[src/rtl/load_use_hazard_unit.sv]
// load_use_hazard_unit: decode-stage stall/bubble generator for load-use and ID-branch dependences.
// Latency: stall is combinational in the cycle the consumer sits in ID; history advances on CLK rise.
// Backpressure: HAZ_STALL holds PC/IF-ID; FREEZE_IN holds all state and masks outputs. HAZARD_PERF_CNT_EN builds the stall counter.
module load_use_hazard_unit (
  input  logic        CLK,
  input  logic        RESET,
  input  logic [31:0] Instr,
  input  logic        RegWrite,
  input  logic        RegDest,
  input  logic        Link,
  input  logic        MemRead,
  input  logic        RsUsed,
  input  logic        RtUsed,
  input  logic        Branch,
  input  logic        FREEZE_IN,
  output logic        HAZ_STALL,
  output logic        HAZ_BUBBLE,
  output logic [1:0]  HAZ_REASON,
  output logic [31:0] HAZ_STALL_CNT
);

  typedef struct packed {
    logic [4:0] dest;
    logic       is_load;
  } hist_t;

  hist_t      h0;  // instruction in EX
  hist_t      h1;  // instruction in MEM
  hist_t      h0_nxt;
  logic [4:0] rs;
  logic [4:0] rt;
  logic [4:0] dest;
  logic       m0s, m0t, m1s, m1t;
  logic       m0, m1;
  logic       stall_raw;
  logic [1:0] reason_raw;
  logic       unused_instr_bits;

  assign rs = Instr[25:21];
  assign rt = Instr[20:16];
  assign unused_instr_bits = ^{Instr[31:26], Instr[10:0]};

  always_comb begin
    dest = 5'd0;
    if (!RegWrite)    dest = 5'd0;
    else if (Link)    dest = 5'd31;
    else if (RegDest) dest = Instr[15:11];
    else              dest = Instr[20:16];
  end

  // Register 0 is hardwired, so a zero destination never creates a dependence.
  assign m0s = RsUsed && (h0.dest == rs) && (h0.dest != 5'd0);
  assign m0t = RtUsed && (h0.dest == rt) && (h0.dest != 5'd0);
  assign m1s = RsUsed && (h1.dest == rs) && (h1.dest != 5'd0);
  assign m1t = RtUsed && (h1.dest == rt) && (h1.dest != 5'd0);
  assign m0  = m0s || m0t;
  assign m1  = m1s || m1t;

  always_comb begin
    stall_raw  = 1'b0;
    reason_raw = 2'b00;
    if (Branch && m1 && h1.is_load) begin
      stall_raw  = 1'b1;
      reason_raw = 2'b11;
    end else if (Branch && m0) begin
      stall_raw  = 1'b1;
      reason_raw = h0.is_load ? 2'b11 : 2'b10;
    end else if (!Branch && m0 && h0.is_load) begin
      stall_raw  = 1'b1;
      reason_raw = 2'b01;
    end
  end

  // The global freeze already holds every stage, so local stall requests are masked.
  assign HAZ_STALL  = stall_raw && !FREEZE_IN;
  assign HAZ_BUBBLE = HAZ_STALL;
  assign HAZ_REASON = FREEZE_IN ? 2'b00 : reason_raw;

  always_comb begin
    h0_nxt = '0;
    if (!stall_raw) begin
      h0_nxt.dest    = dest;
      h0_nxt.is_load = MemRead && RegWrite;
    end
  end

  always_ff @(posedge CLK or negedge RESET) begin
    if (!RESET) begin
      h0 <= '0;
      h1 <= '0;
    end else if (!FREEZE_IN) begin
      h1 <= h0;
      h0 <= h0_nxt;
    end
  end

`ifdef HAZARD_PERF_CNT_EN
  logic [31:0] stall_cnt;

  always_ff @(posedge CLK or negedge RESET) begin
    if (!RESET) begin
      stall_cnt <= 32'd0;
    end else if (HAZ_STALL && (stall_cnt != 32'hFFFF_FFFF)) begin
      stall_cnt <= stall_cnt + 32'd1;
    end
  end

  assign HAZ_STALL_CNT = stall_cnt;
`else
  assign HAZ_STALL_CNT = 32'd0;
`endif

endmodule

[config.mk]
export PLATFORM = sky130hd
export DESIGN_NAME = load_use_hazard_unit
export DESIGN_NICKNAME = d
export VERILOG_FILES = /design/src/rtl/load_use_hazard_unit.sv
export SDC_FILE = /design/constraint.sdc
export NUM_CORES = 1
export LEC_CHECK = 0
export ABC_AREA = 1
export ABC_CLOCK_PERIOD_IN_PS = 1640
export CAP_MARGIN = 20
export CORE_ASPECT_RATIO = 1.2
export CORE_MARGIN = 3
export CORE_UTILIZATION = 37
export CTS_CLUSTER_SIZE = 24
export DETAILED_ROUTE_END_ITERATION = 8
export PLACE_DENSITY_LB_ADDON = 0.2
export SETUP_SLACK_MARGIN = 0.1
export SYNTH_ARGS = -nofsm -noshare
export SYNTH_HDL_FRONTEND = slang
export SYNTH_SLANG_ARGS = --single-unit
[constraint.sdc]
create_clock -name CLK -period 1.64 [get_ports CLK]
set_input_delay 0.164 -clock CLK [delete_from_list [all_inputs] [get_ports CLK]]
set_output_delay 0.164 -clock CLK [all_outputs]
set_load 0.05 [all_outputs]
==> flow_metrics.tcl <==
set metrics [dict create \
    maxSlewHeadroom_pct 58.7 \
    drtAntennaViolNets 0 \
    critPathMaxFanout 5 \
    slowest_delay_ns 0.42 \
    fin_crit_ns 1.89 \
    drt_iter0_markers 41 \
    path_delay_family "simple AND/OR/NAND/NOR gates" \
    yosys.area.top_type_share_pct 24.5 \
    synth-edff-count 0 \
    postSynth.asyncResetShare_pct 100 \
    synth_largest_area_cell "dfrtp_1" \
    drc 0 \
    portBuffers 28 \
    required_ns 1.48 \
    final_cells 278 \
    postLayoutSetupSlackWorst_ns -0.247 \
    first_global_vias 1187 \
    dpl.cell_count 267 \
    outcome "complete, but fails checks" \
    dp_hpwl_um 2540 \
    path_class "flop to output port" \
    netlist_instances 196 \
    grt_overflow_total 0 \
    synth.ff_latch_count 12 \
    skew_ns 0.00396 \
    area_growth_pct 40.9 \
    finalCritPeriodShare_pct 115 \
    core_mm2 0.00311 \
    clockRootBuffer "clkbuf_4" \
    hold_class "primary input to asynchronous set/reset pin" \
    grt_pass1_wl_um 5180 \
    fillers 317 \
    leakagePower_nw 0.900 \
    cp_num_buf_inv 2 \
    hold_violations 0 \
    nNetsFinal 285 \
    die-area_mm2 0.00404 \
    insertion_delay_ns 0.28 \
    path_common_cell "nor2_1" \
    grt_usage_pct 16.3 \
    syn_area_per_cell_um2 6.25 \
    yosysSeqAreaShare_pct 24.5 \
    critPathLaunchType "flop" \
    routed_wl_um 3220 \
    cts_buffers 3 \
    antenna_found_initial 0 \
    failed_checks "setup timing" \
    crit_chain "inv_2 -> nor2_1 -> nor2_1 -> nand3_1 -> nand2_2 -> o211ai_4 -> a21oi_4 -> buf_12" \
    fp.dieW_um 58.5 \
    ctsHtreeMaxLevel 1 \
    path_clk_slew_ns 0.09 \
    ios 78 \
    layout-drive-gt1-share_pct 25.2 \
    num_rows 22 \
    initial_core_util_pct 39.4 \
    cp_slowest_cell "dfrtp_1" \
    wl_per_cell_um 11.6 \
    yosysMostFrequentCell "nand2_1" \
    grt_max_degree 21 \
    drtPass1Iterations 5 \
    maxCapViolations 0 \
    max_freq_mhz 530 \
    die_y_um 69.0 \
    arrival_ns 1.72 \
    post-place-ws_ns -0.216 \
    clockBufferDepth 2 \
    cp-end-kind "output port" \
    globalplace.congestion 0.860 \
    synth_flop_cell "dfrtp_1" \
    synthTopCellsByArea "dfrtp_1, buf_4, nand2_1, nor2_1, nand3_1" \
    drv_slew 0 \
    rsz0062_at_grt "yes" \
    synth_top_cells_by_count "nand2_1, buf_4, nor2_1, inv_1, nand3_1" \
    netlist_area_mm2 0.00122 \
    setup_viol 4 \
    synth-warning-count 0 \
    num_vias 1237 \
    power.density_mw_per_mm2 667 \
    viasPerCell 4.45 \
    worst_pin_slew_ns 0.618 \
    yosys.cell_types.count 23 \
    vdd_drop_max_uv 367 \
    antenna_cells 0 \
    cts_tree "yes" \
    clkSinkCount 12 \
]
cell type report:
| type | instances | area, um^2 | share of cell area (%) |
|---|---|---|---|
| clock buffers | 4 | 36.3 | 2.10 |
| inverters | 22 | 82.6 | 4.79 |
| multi-input cells | 157 | 767 | 44.5 |
| flip-flops and latches | 12 | 304 | 17.6 |
| well taps | 36 | 45.0 | 2.61 |
| repair buffers | 47 | 490 | 28.4 |
power breakdown:
group,switching (mW),total (mW),internal (mW)
combinational,0.344,0.526,0.182
sequential,0.0389,0.368,0.330
clock,0.121,0.256,0.135
state kept, by name, indices dropped and copies added, names as in the netlist:
signal	cells
h0	6
h1	6
metal layers:
layer	wire length, um	up-vias	global-route usage [%]
met5	0	-	0
met4	17	0	3.35
met3	232	2	3.56
met2	1610	42	28.1
met1	1370	553	20.2
li1	-	640	-
path summary, 6_finish.rpt:
path / slack [ns] / depth (start not counted) / startpoint / to
worst max-delay path: -0.25 / 8 / h0[1]$_DFFE_PN0N_ / HAZ_STALL
worst min-delay path: 0.26 / 1 / RESET / h0[0]$_DFFE_PN0N_
worst max register to register: 0.13 / 7 / h0[3]$_DFFE_PN0N_ / h0[5]$_DFFE_PN0N_
worst min register to register: 0.50 / 2 / h1[0]$_DFFE_PN0N_ / h1[0]$_DFFE_PN0N_
max in group asynchronous: 0.95 / 1 / RESET / h0[3]$_DFFE_PN0N_
min in group CLK: 0.49 / 5 / MemRead / h0[0]$_DFFE_PN0N_
per-stage QoR:
step | util (%) | area, um^2 | hold WS [ns] | power, mW | setup TNS (ns)
global placement | 50.0 | 1560 | 0.467 | 0.843 | -1.38
finish | 55.5 | 1730 | 0.256 | 1.15 | -0.915
floorplan | - | 1350 | -0.132 | 0.750 | -0.0363
global route | 55.5 | 1730 | 0.307 | 1.22 | -1.38
detailed placement | 50.0 | 1560 | 0.478 | 0.844 | -1.23
CTS | 53.5 | 1660 | 0.279 | 1.13 | -0.969
kinds of logic (layout without fill, tap and decap cells):
kind of cell / after synthesis / in the layout / share of synthesized area [%]
flip-flops: 12 / 12 / 24.5
XOR/XNOR: 1 / 1 / 0.715
buffers and inverters: 58 / 73 / 28.0
AND/OR/NAND/NOR: 104 / 104 / 34.6
AO/OA/AOI/OAI: 20 / 20 / 11.8
other: 1 / 32 / 0.306
what timing repair did:
| action | in CTS | in global routing |
|---|---|---|
| hold buffers | 0 | 0 |
| gates resized for setup | 9 | 16 |
| pin swaps | 8 | 5 |
| setup buffers | 6 | 1 |
| endpoints found under the setup margin | 4 | 10 |
placed cells by master (no fill, tap or decap), drive strengths merged:
cell / count
a211oi: 5
a21oi: 4
buf: 23
clkbuf: 4
clkdlybuf4s50: 24
conb: 32
dfrtp: 12
inv: 22
nand2: 57
nand3: 13
nand4: 1
nor2: 29
nor3: 4
o211ai: 2
o21ai: 7
o22ai: 2
xor2: 1
Note: power is estimated with default switching activity, not from simulation.
